`src/rtl/video_timing_gen.sv`:
```
// rtl/video_timing_gen.sv - raster timing generator with double-buffered mode registers
//
// Optional window output is built when VTG_OVERLAY_WIN_EN is defined.
//
// Ports:
//   clk, reset_n          pixel clock, asynchronous active-low reset
//   en                    run enable; low forces counters to 0 and outputs idle
//   cfg_h_*/cfg_v_*       staged timing (total, sync width, active start, active end)
//   cfg_update            request to load the staged timing at the next frame end
//   cfg_ack               one-cycle pulse when the staged timing takes effect
//   vga_hs/vga_vs/vga_de  sync and display enable, all registered and aligned
//   pix_x/pix_y           active-area coordinates, 0 outside the active region
//   frame_start           first active pixel of a frame
//   line_start            first active pixel of each active line
//   win_x0..win_y1,win_de window bounds and in-window enable (VTG_OVERLAY_WIN_EN only)
module video_timing_gen #(
  parameter int unsigned CW          = 12,
  parameter bit          HS_POL      = 1'b0,
  parameter bit          VS_POL      = 1'b0,
  parameter int unsigned DEF_H_TOTAL = 799,
  parameter int unsigned DEF_H_SYNC  = 96,
  parameter int unsigned DEF_H_START = 144,
  parameter int unsigned DEF_H_END   = 784,
  parameter int unsigned DEF_V_TOTAL = 524,
  parameter int unsigned DEF_V_SYNC  = 2,
  parameter int unsigned DEF_V_START = 35,
  parameter int unsigned DEF_V_END   = 515
) (
  input  logic          clk,
  input  logic          reset_n,
  input  logic          en,
  input  logic [CW-1:0] cfg_h_total,
  input  logic [CW-1:0] cfg_h_sync,
  input  logic [CW-1:0] cfg_h_start,
  input  logic [CW-1:0] cfg_h_end,
  input  logic [CW-1:0] cfg_v_total,
  input  logic [CW-1:0] cfg_v_sync,
  input  logic [CW-1:0] cfg_v_start,
  input  logic [CW-1:0] cfg_v_end,
  input  logic          cfg_update,
  output logic          cfg_ack,
  output logic          vga_hs,
  output logic          vga_vs,
  output logic          vga_de,
  output logic [CW-1:0] pix_x,
  output logic [CW-1:0] pix_y,
  output logic          frame_start,
  output logic          line_start
`ifdef VTG_OVERLAY_WIN_EN
  ,
  input  logic [CW-1:0] win_x0,
  input  logic [CW-1:0] win_y0,
  input  logic [CW-1:0] win_x1,
  input  logic [CW-1:0] win_y1,
  output logic          win_de
`endif
);

  logic [CW-1:0] hc_q, vc_q;
  logic [CW-1:0] h_total_q, h_sync_q, h_start_q, h_end_q;
  logic [CW-1:0] v_total_q, v_sync_q, v_start_q, v_end_q;
  logic          pending_q;

  logic          hs_q, vs_q, de_q, fs_q, ls_q, ack_q;
  logic [CW-1:0] px_q, py_q;

  logic          line_end, frame_end, apply;
  logic          hs_act, vs_act, de_d;
  logic [CW-1:0] px_d, py_d;

  always_comb begin
    line_end  = (hc_q == h_total_q);
    frame_end = line_end && (vc_q == v_total_q);
    // A request arriving on the frame-end cycle itself is honoured immediately.
    apply     = en && frame_end && (pending_q || cfg_update);
    hs_act    = (hc_q < h_sync_q);
    vs_act    = (vc_q < v_sync_q);
    de_d      = (hc_q >= h_start_q) && (hc_q < h_end_q) &&
                (vc_q >= v_start_q) && (vc_q < v_end_q);
    px_d      = de_d ? (hc_q - h_start_q) : '0;
    py_d      = de_d ? (vc_q - v_start_q) : '0;
  end

  // Raster counters and the active timing set.
  always_ff @(posedge clk or negedge reset_n) begin
    if (!reset_n) begin
      hc_q      <= '0;
      vc_q      <= '0;
      pending_q <= 1'b0;
      h_total_q <= CW'(DEF_H_TOTAL);
      h_sync_q  <= CW'(DEF_H_SYNC);
      h_start_q <= CW'(DEF_H_START);
      h_end_q   <= CW'(DEF_H_END);
      v_total_q <= CW'(DEF_V_TOTAL);
      v_sync_q  <= CW'(DEF_V_SYNC);
      v_start_q <= CW'(DEF_V_START);
      v_end_q   <= CW'(DEF_V_END);
    end else begin
      if (!en) begin
        hc_q <= '0;
        vc_q <= '0;
      end else if (line_end) begin
        hc_q <= '0;
        vc_q <= frame_end ? '0 : vc_q + CW'(1);
      end else begin
        hc_q <= hc_q + CW'(1);
      end

      if (apply) begin
        h_total_q <= cfg_h_total;
        h_sync_q  <= cfg_h_sync;
        h_start_q <= cfg_h_start;
        h_end_q   <= cfg_h_end;
        v_total_q <= cfg_v_total;
        v_sync_q  <= cfg_v_sync;
        v_start_q <= cfg_v_start;
        v_end_q   <= cfg_v_end;
        pending_q <= 1'b0;
      end else if (cfg_update) begin
        pending_q <= 1'b1;
      end
    end
  end

  // Output stage: one register for every output so they stay mutually aligned.
  always_ff @(posedge clk or negedge reset_n) begin
    if (!reset_n) begin
      hs_q  <= ~HS_POL;
      vs_q  <= ~VS_POL;
      de_q  <= 1'b0;
      fs_q  <= 1'b0;
      ls_q  <= 1'b0;
      ack_q <= 1'b0;
      px_q  <= '0;
      py_q  <= '0;
    end else begin
      ack_q <= apply;
      if (!en) begin
        hs_q <= ~HS_POL;
        vs_q <= ~VS_POL;
        de_q <= 1'b0;
        fs_q <= 1'b0;
        ls_q <= 1'b0;
        px_q <= '0;
        py_q <= '0;
      end else begin
        hs_q <= hs_act ? HS_POL : ~HS_POL;
        vs_q <= vs_act ? VS_POL : ~VS_POL;
        de_q <= de_d;
        fs_q <= de_d && (px_d == '0) && (py_d == '0);
        ls_q <= de_d && (px_d == '0);
        px_q <= px_d;
        py_q <= py_d;
      end
    end
  end

  assign cfg_ack     = ack_q;
  assign vga_hs      = hs_q;
  assign vga_vs      = vs_q;
  assign vga_de      = de_q;
  assign pix_x       = px_q;
  assign pix_y       = py_q;
  assign frame_start = fs_q;
  assign line_start  = ls_q;

`ifdef VTG_OVERLAY_WIN_EN
  logic win_de_q;
  logic win_de_d;

  // Bounds are compared against the unregistered coordinates so win_de lines up with vga_de.
  always_comb begin
    win_de_d = de_d && (px_d >= win_x0) && (px_d < win_x1) &&
               (py_d >= win_y0) && (py_d < win_y1);
  end

  always_ff @(posedge clk or negedge reset_n) begin
    if (!reset_n) begin
      win_de_q <= 1'b0;
    end else begin
      win_de_q <= en && win_de_d;
    end
  end

  assign win_de = win_de_q;
`endif

endmodule
```
`config.mk`:
```
export PLATFORM = sky130hd
export DESIGN_NAME = video_timing_gen
export DESIGN_NICKNAME = d
export VERILOG_FILES = /design/src/rtl/video_timing_gen.sv
export SDC_FILE = /design/constraint.sdc
export NUM_CORES = 1
export LEC_CHECK = 0
export BUFFER_PORTS_ARGS = -buffer_cell sky130_fd_sc_hd__buf_2
export CAP_MARGIN = 20
export CORE_MARGIN = 8
export CORE_UTILIZATION = 40
export DETAILED_ROUTE_END_ITERATION = 8
export SLEW_MARGIN = 20
export SYNTH_ARGS = -nofsm -noshare
export SYNTH_HDL_FRONTEND = slang
export SYNTH_SLANG_ARGS = --single-unit
```
`constraint.sdc`:
```
create_clock -name clk -period 2.7 [get_ports clk]
set_input_delay 0.54 -clock clk [delete_from_list [all_inputs] [get_ports clk]]
set_output_delay 0.54 -clock clk [all_outputs]
set_load 0.005 [all_outputs]
```
==> out/qor.yml, run 1 <==
run_status: "complete, but fails checks"
violations: "setup timing"
cts_buf_count: 17
post_synth_main_area_contributors: "sky130_fd_sc_hd__dfrtp_1 (38%), sky130_fd_sc_hd__mux2_2 (13%), sky130_fd_sc_hd__ha_1 (11%), sky130_fd_sc_hd__dfstp_2 (8.4%), sky130_fd_sc_hd__inv_1 (3.8%)"
layout-area-overhead-vs-synth_pct: 29.84
drc: 0
finish.cell_count_without_fillers: 1235
slew_violations: 0
first_iter_violations: 288
synth.lib_cells_used.distinct: 49
synth.top_cell.area_share_pct: 38.50
fin_crit_ns: 2.899
fmaxAchievable_mhz: 344.9
clock_tree.htree_level_count: 4
syn_inst: 726
placement.io_buffers: 129
ant_nets: 0
drv.max_cap_violation_count: 0
place_congestion: 0.8176
antenna_cells: 0
clockRootBuffer: "sky130_fd_sc_hd__clkbuf_16"
synth_fp_nets: 898
ys_ff_latch: 151
grt-ovfl-total: 0
nNetsFinal: 1124
design.die.area_um2: 25130
rsz0062_at_grt: "true"
netlist_top_cells_count: "sky130_fd_sc_hd__dfrtp_1 (125), sky130_fd_sc_hd__mux2_2 (96), sky130_fd_sc_hd__inv_1 (82)"
cp_common_cell: "sky130_fd_sc_hd__or4b_4"
grt_pass1_wl_um: 31380
proportion_of_synthesized_flip_flops_having_asynchronous_set_or_reset_pct: 100.0
start_kind: "flip-flop"
floorplan.die.width_um: 158.5
setup_ws_ns: -0.1995
power.static_leakage_uw: 0.005366
num_vias: 5927
crit_path_top_delay_cell: "sky130_fd_sc_hd__or4b_4"
layout-drive-gt1-share_pct: 41.45
final_hold_viol_count: 0
clock_insertion_delay_at_the_later_pin_of_the_skew_report_ns: 0.42
clock_sinks: 151
irDropWorstVdd_mv: 0.3880
critPathMaxFanout: 3
synth_edf_count: 0
dr.pass1.iters: 5
setup_violations: 6
gr-usage-all-layers_pct: 16.12
start_util_pct: 40.42
ioPinCount: 130
clock_tree.buffer_depth: 2
final.setup_skew_ns: 0.01125
wire_per_inst_um: 15.56
clkSlewWorstSetupHoldPaths_ns: 0.06
detailed_place.area_um2: 9817
synth_sequential_area_ratio_pct: 46.90
synth_area_per_cell_um2: 11.19
synth_most_common_cell: "sky130_fd_sc_hd__dfrtp_1"
cp_data_required_time_ns: 3.06
finalCritPeriodShare_pct: 107.4
power_density_nw_per_um2: 882.6
path_class: "reg -> reg"
cts_tree: "built"
ys.warnings.count: 0
end_kind: "flip-flop"
rows: 52
via_count_of_the_first_global_routing_pass: 6207
power_uw: 9312
placed_cells: 1197
arrival_ns: 3.26
yosysTopAreaCell: "sky130_fd_sc_hd__dfrtp_1"
cpPeakStageDelay_ns: 0.54
cts_hold_repair.buffers: 0
measured_slew_at_the_worst_slew_check_pin_ns: 0.5049
synth_area_um2: 8125
hold_class: "in -> async"
wl_um: 19220
antenna_violations_before_repair: 0
grt_start_max_net_pins: 52
finish.instance_area_um2: 10550
final_hpwl_dp_um: 14950
synth_flop_cell: "sky130_fd_sc_hd__dfrtp_1"
slew-limit-headroom_pct: 66.34
core_area_um2: 20100
routed_via_density: 4.799
floorplan.die.height_um: 158.5
crit_chain: "ha_2 -> inv_2 -> fa_2 -> a211oi_4 -> buf_4 -> o21ai_2 -> a21o_1 -> a2111oi_2 -> or4b_4 -> or4b_4 -> nor4_4 -> and4b_1"
[path summary, 6_finish.rpt]
| check | startpoint | end | slack, ns | depth (start not counted) |
|---|---|---|---|---|
| worst min register to register | h_start_q[11]$_DFFE_PN0P_ | h_start_q[11]$_DFFE_PN0P_ | 0.50 | 1 |
| worst max-delay path | h_start_q[0]$_DFFE_PN0P_ | frame_start$_DFF_PN0_ | -0.20 | 12 |
| min in group clk | cfg_v_total[8] | v_total_q[8]$_DFFE_PN0P_ | 0.34 | 2 |
| max in group asynchronous | reset_n | h_start_q[7]$_DFFE_PN1P_ | 1.81 | 2 |
| worst max register to register | h_start_q[0]$_DFFE_PN0P_ | frame_start$_DFF_PN0_ | -0.20 | 12 |
| worst min-delay path | reset_n | h_end_q[7]$_DFFE_PN0P_ | 0.06 | 1 |
[where the power goes]
group | internal [uW] | switching, uW | leakage (uW)
Combinational | 2040 | 1710 | 0.00314
Sequential | 2910 | 303 | 0.00195
Clock | 1410 | 937 | 0.000278
Total | 6360 | 2950 | 0.00537
[critical path: cells and delay by family, from the launching register on]
kind,cells,cell delay [ns]
flops,1,0.38
fa+ha+maj,2,0.41
buf+inv,2,0.21
simple gates,4,1.45
compound gates,4,0.40
[cell type report]
cell class | instances | area [um^2]
Sequential cell | 151 | 3812
Inverter | 82 | 307.8
Tap cell | 270 | 337.8
Multi-Input combinational cell | 476 | 4088
Clock inverter | 8 | 100.1
Timing Repair Buffer | 224 | 1433
Clock buffer | 24 | 471.7
Fill cell | 1842 | 9554
[placed cells by master (no fill, tap or decap), types with 3 or more instances in the layout]
cell / n
sky130_fd_sc_hd__a211oi_1: 6
sky130_fd_sc_hd__a21o_1: 16
sky130_fd_sc_hd__a21oi_1: 23
sky130_fd_sc_hd__a31oi_1: 5
sky130_fd_sc_hd__and2_1: 5
sky130_fd_sc_hd__and3_1: 9
sky130_fd_sc_hd__and4b_1: 3
sky130_fd_sc_hd__buf_12: 4
sky130_fd_sc_hd__buf_2: 128
sky130_fd_sc_hd__buf_4: 90
sky130_fd_sc_hd__clkbuf_1: 5
sky130_fd_sc_hd__clkbuf_16: 18
sky130_fd_sc_hd__clkinv_2: 3
sky130_fd_sc_hd__dfrtp_1: 124
sky130_fd_sc_hd__dfstp_2: 26
sky130_fd_sc_hd__ha_1: 64
sky130_fd_sc_hd__ha_4: 4
sky130_fd_sc_hd__inv_1: 78
sky130_fd_sc_hd__inv_2: 4
sky130_fd_sc_hd__mux2_2: 96
sky130_fd_sc_hd__nand2_1: 20
sky130_fd_sc_hd__nand2b_1: 8
sky130_fd_sc_hd__nand3_1: 13
sky130_fd_sc_hd__nand4_1: 14
sky130_fd_sc_hd__nor2_1: 51
sky130_fd_sc_hd__nor2b_1: 5
sky130_fd_sc_hd__nor3_1: 3
sky130_fd_sc_hd__nor4_1: 4
sky130_fd_sc_hd__o211ai_1: 4
sky130_fd_sc_hd__o21ai_0: 16
sky130_fd_sc_hd__o21ai_1: 4
sky130_fd_sc_hd__o21bai_1: 4
sky130_fd_sc_hd__or3_1: 3
sky130_fd_sc_hd__xnor2_1: 32
sky130_fd_sc_hd__xor2_1: 26
[through the flow]
| stage | setup TNS [ns] | setup slack, ns | util (%) | hold WS, ns |
|---|---|---|---|---|
| final | -0.6082 | -0.1995 | 52.48 | 0.05943 |
| after global routing | -3.178 | -0.3514 | 52.48 | 0.08665 |
| after floorplan | -0.2125 | -0.1907 | - | 0.2444 |
| after CTS | -0.1743 | -0.1736 | 51.90 | 0.08134 |
| after global placement | -1.728 | -0.2796 | 48.83 | 0.4890 |
| after detailed placement | -4.922 | -0.3259 | 48.83 | 0.4939 |
[cells by family (layout without fill, tap and decap cells)]
| logic type | Yosys count | after routing | synth area share (%) |
|---|---|---|---|
| flip-flops | 151 | 151 | 46.90 |
| AND/OR/NAND/NOR | 147 | 147 | 9.439 |
| AO/OA/AOI/OAI | 101 | 101 | 8.023 |
| buffers and inverters | 99 | 338 | 4.573 |
| multiplexers | 97 | 97 | 13.43 |
| adder cells (fa/ha/maj) | 72 | 72 | 11.27 |
| XOR/XNOR | 59 | 59 | 6.360 |
[per-layer routing]
layer / wire [um] / track usage [%]
met5: 0 / 0
met4: 247 / 4.760
met1: 9471 / 21.89
met2: 8509 / 24.90
met3: 993 / 4.072
[timing repair]
item | 4_1_cts | 5_1_grt
endpoints found under the setup margin | 102 | 28
pin swaps | 8 | 3
resized for setup | 11 | 13
setup buffers | 0 | 5
cloned | 0 | 1
hold endpoints to repair | 0 | 0
Power figures use the tool's default switching activity.
==> run 2: changes to the inputs <==
--- a/config.mk
+++ b/config.mk
@@ -10,6 +10,7 @@
 export CORE_MARGIN = 8
 export CORE_UTILIZATION = 40
 export DETAILED_ROUTE_END_ITERATION = 8
+export SETUP_SLACK_MARGIN = 0.4
 export SLEW_MARGIN = 20
 export SYNTH_ARGS = -nofsm -noshare
 export SYNTH_HDL_FRONTEND = slang
==> run 2 against run 1 <==
Net effect:
- the run still ends with setup timing left
- hold slack worse by 0.040 ns
- core utilization up 5.5 points
- sequential power up 1%
==> out/qor.yml, run 2 (synthesized netlist as in run 1, its figures left out) <==
slew-limit-headroom_pct: 64.63
grt_pass1_wl_um: 35290
clock_tree.buffer_depth: 2
clkSlewWorstSetupHoldPaths_ns: 0.07
slew_violations: 0
cellInternalPower_uw: 6821
place_congestion: 0.8301
layout_common_cells: "sky130_fd_sc_hd__buf_2 (128), sky130_fd_sc_hd__dfrtp_1 (118), sky130_fd_sc_hd__buf_4 (88), sky130_fd_sc_hd__mux2_4 (82), sky130_fd_sc_hd__inv_1 (77)"
clock_insertion_delay_at_the_later_pin_of_the_skew_report_ns: 0.43
clock_tree.htree_level_count: 4
finalHoldWorstSlack_ns: 0.01962
final_util_pct: 57.98
power_density_nw_per_um2: 867.5
rr_worst_depth: 10
drv.max_cap_violation_count: 0
crit_chain: "inv_2 -> ha_4 -> a21o_1 -> a21o_1 -> a22oi_1 -> nand4_1 -> or4b_4 -> or4b_4 -> nor4_4 -> and4b_1"
grt_start_max_net_pins: 57
nNetsFinal: 1161
grt-ovfl-total: 0
total_switching_power_uw: 3290
finish.instance_area_um2: 11660
num_vias: 6358
crit_path_top_delay_cell: "sky130_fd_sc_hd__dfstp_2"
tns_ns: -0.2690
core_area_um2: 20100
swShare_pct: 32.54
final_hpwl_dp_um: 15460
final_hold_viol_count: 0
floorplan.die.width_um: 158.5
setup_violations: 2
timing.reg2reg.setup_slack_ns: -0.17
antenna_violations_before_repair: 2
arrival_ns: 3.23
clock_sinks: 151
fin_crit_ns: 2.871
ioPinCount: 130
rsz0062_at_grt: "true"
measured_slew_at_the_worst_slew_check_pin_ns: 0.5286
final.setup_skew_ns: 0.01407
setup_ws_ns: -0.1706
cpPeakStageDelay_ns: 0.54
cts_tree: "built"
critical_path.reg2reg.startpoint: "v_end_q[9]$_DFFE_PN1P_"
dr.pass1.iters: 4
filler_cell_count: 1685
final_common_cell: "sky130_fd_sc_hd__buf_2"
drc: 0
pwr-share-clk_pct: 23.8
ant_nets: 0
first_iter_violations: 381
power_frac_comb_pct: 44.1
layout-drive-gt1-share_pct: 47.01
floorplan.die.height_um: 158.5
end_kind: "flip-flop"
via_count_of_the_first_global_routing_pass: 6761
placement.io_buffers: 129
detailed_place.area_um2: 9874
violations: "setup timing"
power.static_leakage_uw: 0.006057
start_kind: "flip-flop"
r2r-end: "frame_start$_DFF_PN0_"
hold_class: "in -> async"
layout-area-overhead-vs-synth_pct: 43.46
gr-usage-all-layers_pct: 18.32
cts_buf_count: 17
finalCritPeriodShare_pct: 106.3
sequential_cell_area_um2: 3820
multi_input_area_um2: 4598
cp_data_required_time_ns: 3.06
rows: 52
routed_via_density: 4.995
power_uw: 10110
wire_per_inst_um: 17.68
cts_hold_repair.buffers: 0
path_class: "reg -> reg"
seq_power_share_pct: 32.2
irDropWorstVdd_mv: 0.4587
design.die.area_um2: 25130
critPathMaxFanout: 2
clockRootBuffer: "sky130_fd_sc_hd__clkbuf_16"
run_status: "complete, but fails checks"
start_util_pct: 40.42
fmaxAchievable_mhz: 348.4
wl_um: 22510
-- run 2: changes by cell type in the layout (fill, tap and decap cells not counted), sizes merged --
| cell | previous run | this run |
|---|---|---|
| inv | 82 | 84 |
| clkinv | 5 | 4 |
| buf | 223 | 254 |
| diode | 0 | 1 |
| clkinvlp | 1 | 5 |
| o21ai | 22 | 24 |
| clkbuf | 25 | 24 |
-- run 2: cell type report --
cell class / count / area share, %
multi-input combinational: 478 / 39.45
sequential: 151 / 32.77
timing repair buffer: 259 / 17.08
clock buffer: 19 / 3.886
tap: 270 / 2.898
inverter: 82 / 2.641
clock inverter: 13 / 1.256
antenna: 1 / 0.02147
-- run 2: metrics by stage --
step | std cells | worst slack [ns]
floorplan | 726 | -0.1905
global placement | 1200 | -0.2408
detailed placement | 1200 | -0.2624
CTS | 1253 | -0.1638
global route | 1272 | -0.2906
finish | 1273 | -0.1706
-- run 2: power by group through the flow --
| stage | Combinational [uW] | Clock [uW] | Sequential, uW |
|---|---|---|---|
| 2_1_floorplan | 2350 | 0 | 3180 |
| 3_3_place_gp | 3590 | 0 | 3230 |
| 3_5_place_dp | 3630 | 0 | 3250 |
| 4_1_cts | 4070 | 2460 | 3240 |
| 5_1_grt | 4890 | 2550 | 3320 |
| 6_report | 4460 | 2400 | 3250 |
-- run 2: worst max-delay path by stage --
stage,from,to,slack [ns],cells past startpoint
2_1_floorplan,hc_q[0]$_DFF_PN0_,frame_start$_DFF_PN0_,-0.19,13
3_3_place_gp,v_end_q[1]$_DFFE_PN1P_,frame_start$_DFF_PN0_,-0.24,9
3_5_place_dp,v_end_q[1]$_DFFE_PN1P_,frame_start$_DFF_PN0_,-0.26,9
4_1_cts,v_end_q[9]$_DFFE_PN1P_,frame_start$_DFF_PN0_,-0.16,10
5_1_grt,hc_q[0]$_DFF_PN0_,frame_start$_DFF_PN0_,-0.29,12
6_report,v_end_q[9]$_DFFE_PN1P_,frame_start$_DFF_PN0_,-0.17,10
-- run 2: layer usage --
layer	vias up	track usage [%]	wire length, um
met2	137	30.09	11000
met1	3122	23.18	9932
met4	4	5.927	292
met5	-	0	22
met3	32	4.669	1262
li1	3063	-	-
-- run 2: timing repair --
item / in CTS / in global routing
gates cloned: 10 / 3
setup endpoints to repair: 134 / 134
pin swaps: 11 / 23
setup buffers: 11 / 16
gates resized for setup: 119 / 61
-- run 2: worst max-delay path: cells and delay by family (launching register included) --
| family | cells | cell delay, ns |
|---|---|---|
| AO/OA/AOI/OAI | 3 | 0.46 |
| flip-flops | 1 | 0.54 |
| adder cells (fa/ha/maj) | 1 | 0.22 |
| AND/OR/NAND/NOR | 5 | 1.54 |
| buffers and inverters | 1 | 0.04 |
==> run 3: changes to the inputs <==
--- a/config.mk
+++ b/config.mk
@@ -8,8 +8,9 @@
 export BUFFER_PORTS_ARGS = -buffer_cell sky130_fd_sc_hd__buf_2
 export CAP_MARGIN = 20
 export CORE_MARGIN = 8
-export CORE_UTILIZATION = 40
+export CORE_UTILIZATION = 35
 export DETAILED_ROUTE_END_ITERATION = 8
+export PLACE_DENSITY = 0.58
 export SETUP_SLACK_MARGIN = 0.4
 export SLEW_MARGIN = 20
 export SYNTH_ARGS = -nofsm -noshare
==> run 3 against run 2 <==
Net effect:
- the run still ends with setup timing left
- non-clock buffer count grew 12
- clock power shrank 10%
- largest cell class unchanged
- sequential power is essentially flat
- register-to-register slack lost 0.02 ns
- power shrank 2.3%
- hold slack gained 0.088 ns
- via count shrank 3.5%
- die area grew 13%
- highest routed layer unchanged
==> out/qor.yml, run 3 (synthesized netlist as in run 1, its figures left out) <==
clockRootBuffer: "sky130_fd_sc_hd__clkbuf_16"
clock_insertion_delay_at_the_later_pin_of_the_skew_report_ns: 0.43
violations: "setup timing"
wire_per_inst_um: 16.93
run_status: "complete, but fails checks"
final_hpwl_dp_um: 15700
finalCritPeriodShare_pct: 107.1
ioPinCount: 130
ant_nets: 0
design.die.area_um2: 28350
cts_buf_count: 17
clock_tree.buffer_depth: 2
start_kind: "flip-flop"
timing.reg2reg.setup_slack_ns: -0.19
finish.instance_area_um2: 11740
grt-ovfl-total: 0
arrival_ns: 3.26
clock_tree.htree_level_count: 4
start_util_pct: 35.78
num_vias: 6137
finish.cell_count_without_fillers: 1297
dr.pass1.iters: 4
clkSlewWorstSetupHoldPaths_ns: 0.06
path_class: "reg -> reg"
floorplan.die.width_um: 168.4
routed_via_density: 4.732
grt_start_max_net_pins: 61
power_uw: 9881
final.setup_skew_ns: 0.01172
final_common_cell: "sky130_fd_sc_hd__buf_2"
drc: 0
final_hold_viol_count: 0
layout-area-overhead-vs-synth_pct: 44.47
detailed_place.area_um2: 9918
via_count_of_the_first_global_routing_pass: 6695
end_kind: "flip-flop"
slew-limit-headroom_pct: 59.47
first_iter_violations: 206
drv.max_cap_violation_count: 0
core_area_um2: 22710
placed_cells: 1220
r2r-end: "frame_start$_DFF_PN0_"
irDropWorstVdd_mv: 0.4462
rsz0062_at_grt: "true"
wl_um: 21950
cp_data_required_time_ns: 3.06
nNetsFinal: 1171
power_density_nw_per_um2: 841.8
power.static_leakage_uw: 0.006041
placement.io_buffers: 129
setup_violations: 2
clock_sinks: 151
antenna_cells: 0
layout-drive-gt1-share_pct: 48.32
setup_ws_ns: -0.1915
rr_worst_depth: 9
critical_path.reg2reg.startpoint: "v_end_q[1]$_DFFE_PN1P_"
cts_tree: "built"
grt_pass1_wl_um: 35560
layout_common_cells: "sky130_fd_sc_hd__buf_2 (128), sky130_fd_sc_hd__dfrtp_1 (119), sky130_fd_sc_hd__buf_4 (97), sky130_fd_sc_hd__inv_1 (78), sky130_fd_sc_hd__ha_1 (65)"
measured_slew_at_the_worst_slew_check_pin_ns: 0.6079
rows: 55
final_util_pct: 51.69
hold_class: "in -> async"
gr-usage-all-layers_pct: 15.92
place_congestion: 0.8207
fmaxAchievable_mhz: 345.8
critPathMaxFanout: 2
fin_crit_ns: 2.892
post-place-ws_ns: -0.3348
floorplan.die.height_um: 168.4
antenna_violations_before_repair: 1
slew_violations: 0
## run 3: worst max-delay path by stage
stage | to | cells after the start | start
after floorplan | frame_start$_DFF_PN0_ | 13 | hc_q[0]$_DFF_PN0_
after global placement | frame_start$_DFF_PN0_ | 10 | h_end_q[9]$_DFFE_PN1P_
after detailed placement | frame_start$_DFF_PN0_ | 8 | hc_q[1]$_DFF_PN0_
after CTS | frame_start$_DFF_PN0_ | 12 | hc_q[0]$_DFF_PN0_
after global routing | frame_start$_DFF_PN0_ | 10 | v_end_q[9]$_DFFE_PN1P_
final | frame_start$_DFF_PN0_ | 9 | v_end_q[1]$_DFFE_PN1P_
## run 3: worst max-delay path, cell delays in order, from the launching register on
cell	delay, ns
sky130_fd_sc_hd__dfstp_2	0.53
sky130_fd_sc_hd__inv_1	0.04
sky130_fd_sc_hd__ha_1	0.26
sky130_fd_sc_hd__a2111oi_1	0.33
sky130_fd_sc_hd__or4_1	0.18
sky130_fd_sc_hd__nand4_1	0.08
sky130_fd_sc_hd__or4b_4	0.51
sky130_fd_sc_hd__or4b_4	0.54
sky130_fd_sc_hd__nor4_4	0.15
sky130_fd_sc_hd__and4b_1	0.22
## run 3: area by class of cell
type / instances / area [um^2]
tap: 285 / 356.6
timing repair buffer: 271 / 2183
clock buffer: 19 / 442.9
inverter: 82 / 307.8
multi-input combinational: 476 / 4547
clock inverter: 13 / 82.58
fill: 2058 / 10970
sequential: 151 / 3819
## run 3: through the flow
step	setup TNS (ns)	hold WS, ns
4_1_cts	-0.2311	0.1191
6_report	-0.1990	0.1078
2_1_floorplan	-0.2121	0.2444
3_3_place_gp	-0.3950	0.4886
3_5_place_dp	-0.7316	0.4926
5_1_grt	-5.702	0.1423
## run 3: routing by layer
layer | vias to the layer above | part of all wire [%] | track usage, %
met1 | 2950 | 48 | 21.10
li1 | 3071 | - | -
met2 | 92 | 47 | 25.72
met3 | 22 | 3.3 | 3.321
met5 | - | 0.055 | 0
met4 | 2 | 1.2 | 4.814
## run 3: timing repair
item                       4_1_cts  5_1_grt
hold buffers                     0        0
setup buffers                   29        5
setup endpoints to repair      134      149
pin swaps                       33       20
hold endpoints to repair         0        0
gates resized for setup        147       31
cloned                          11        0
## run 3: where the power goes
part	leakage, uW	switching, uW	internal, uW
Sequential	0.00194	336	2910
Clock	0.000254	972	1190
Combinational	0.00384	1930	2540
Total	0.00604	3240	6640
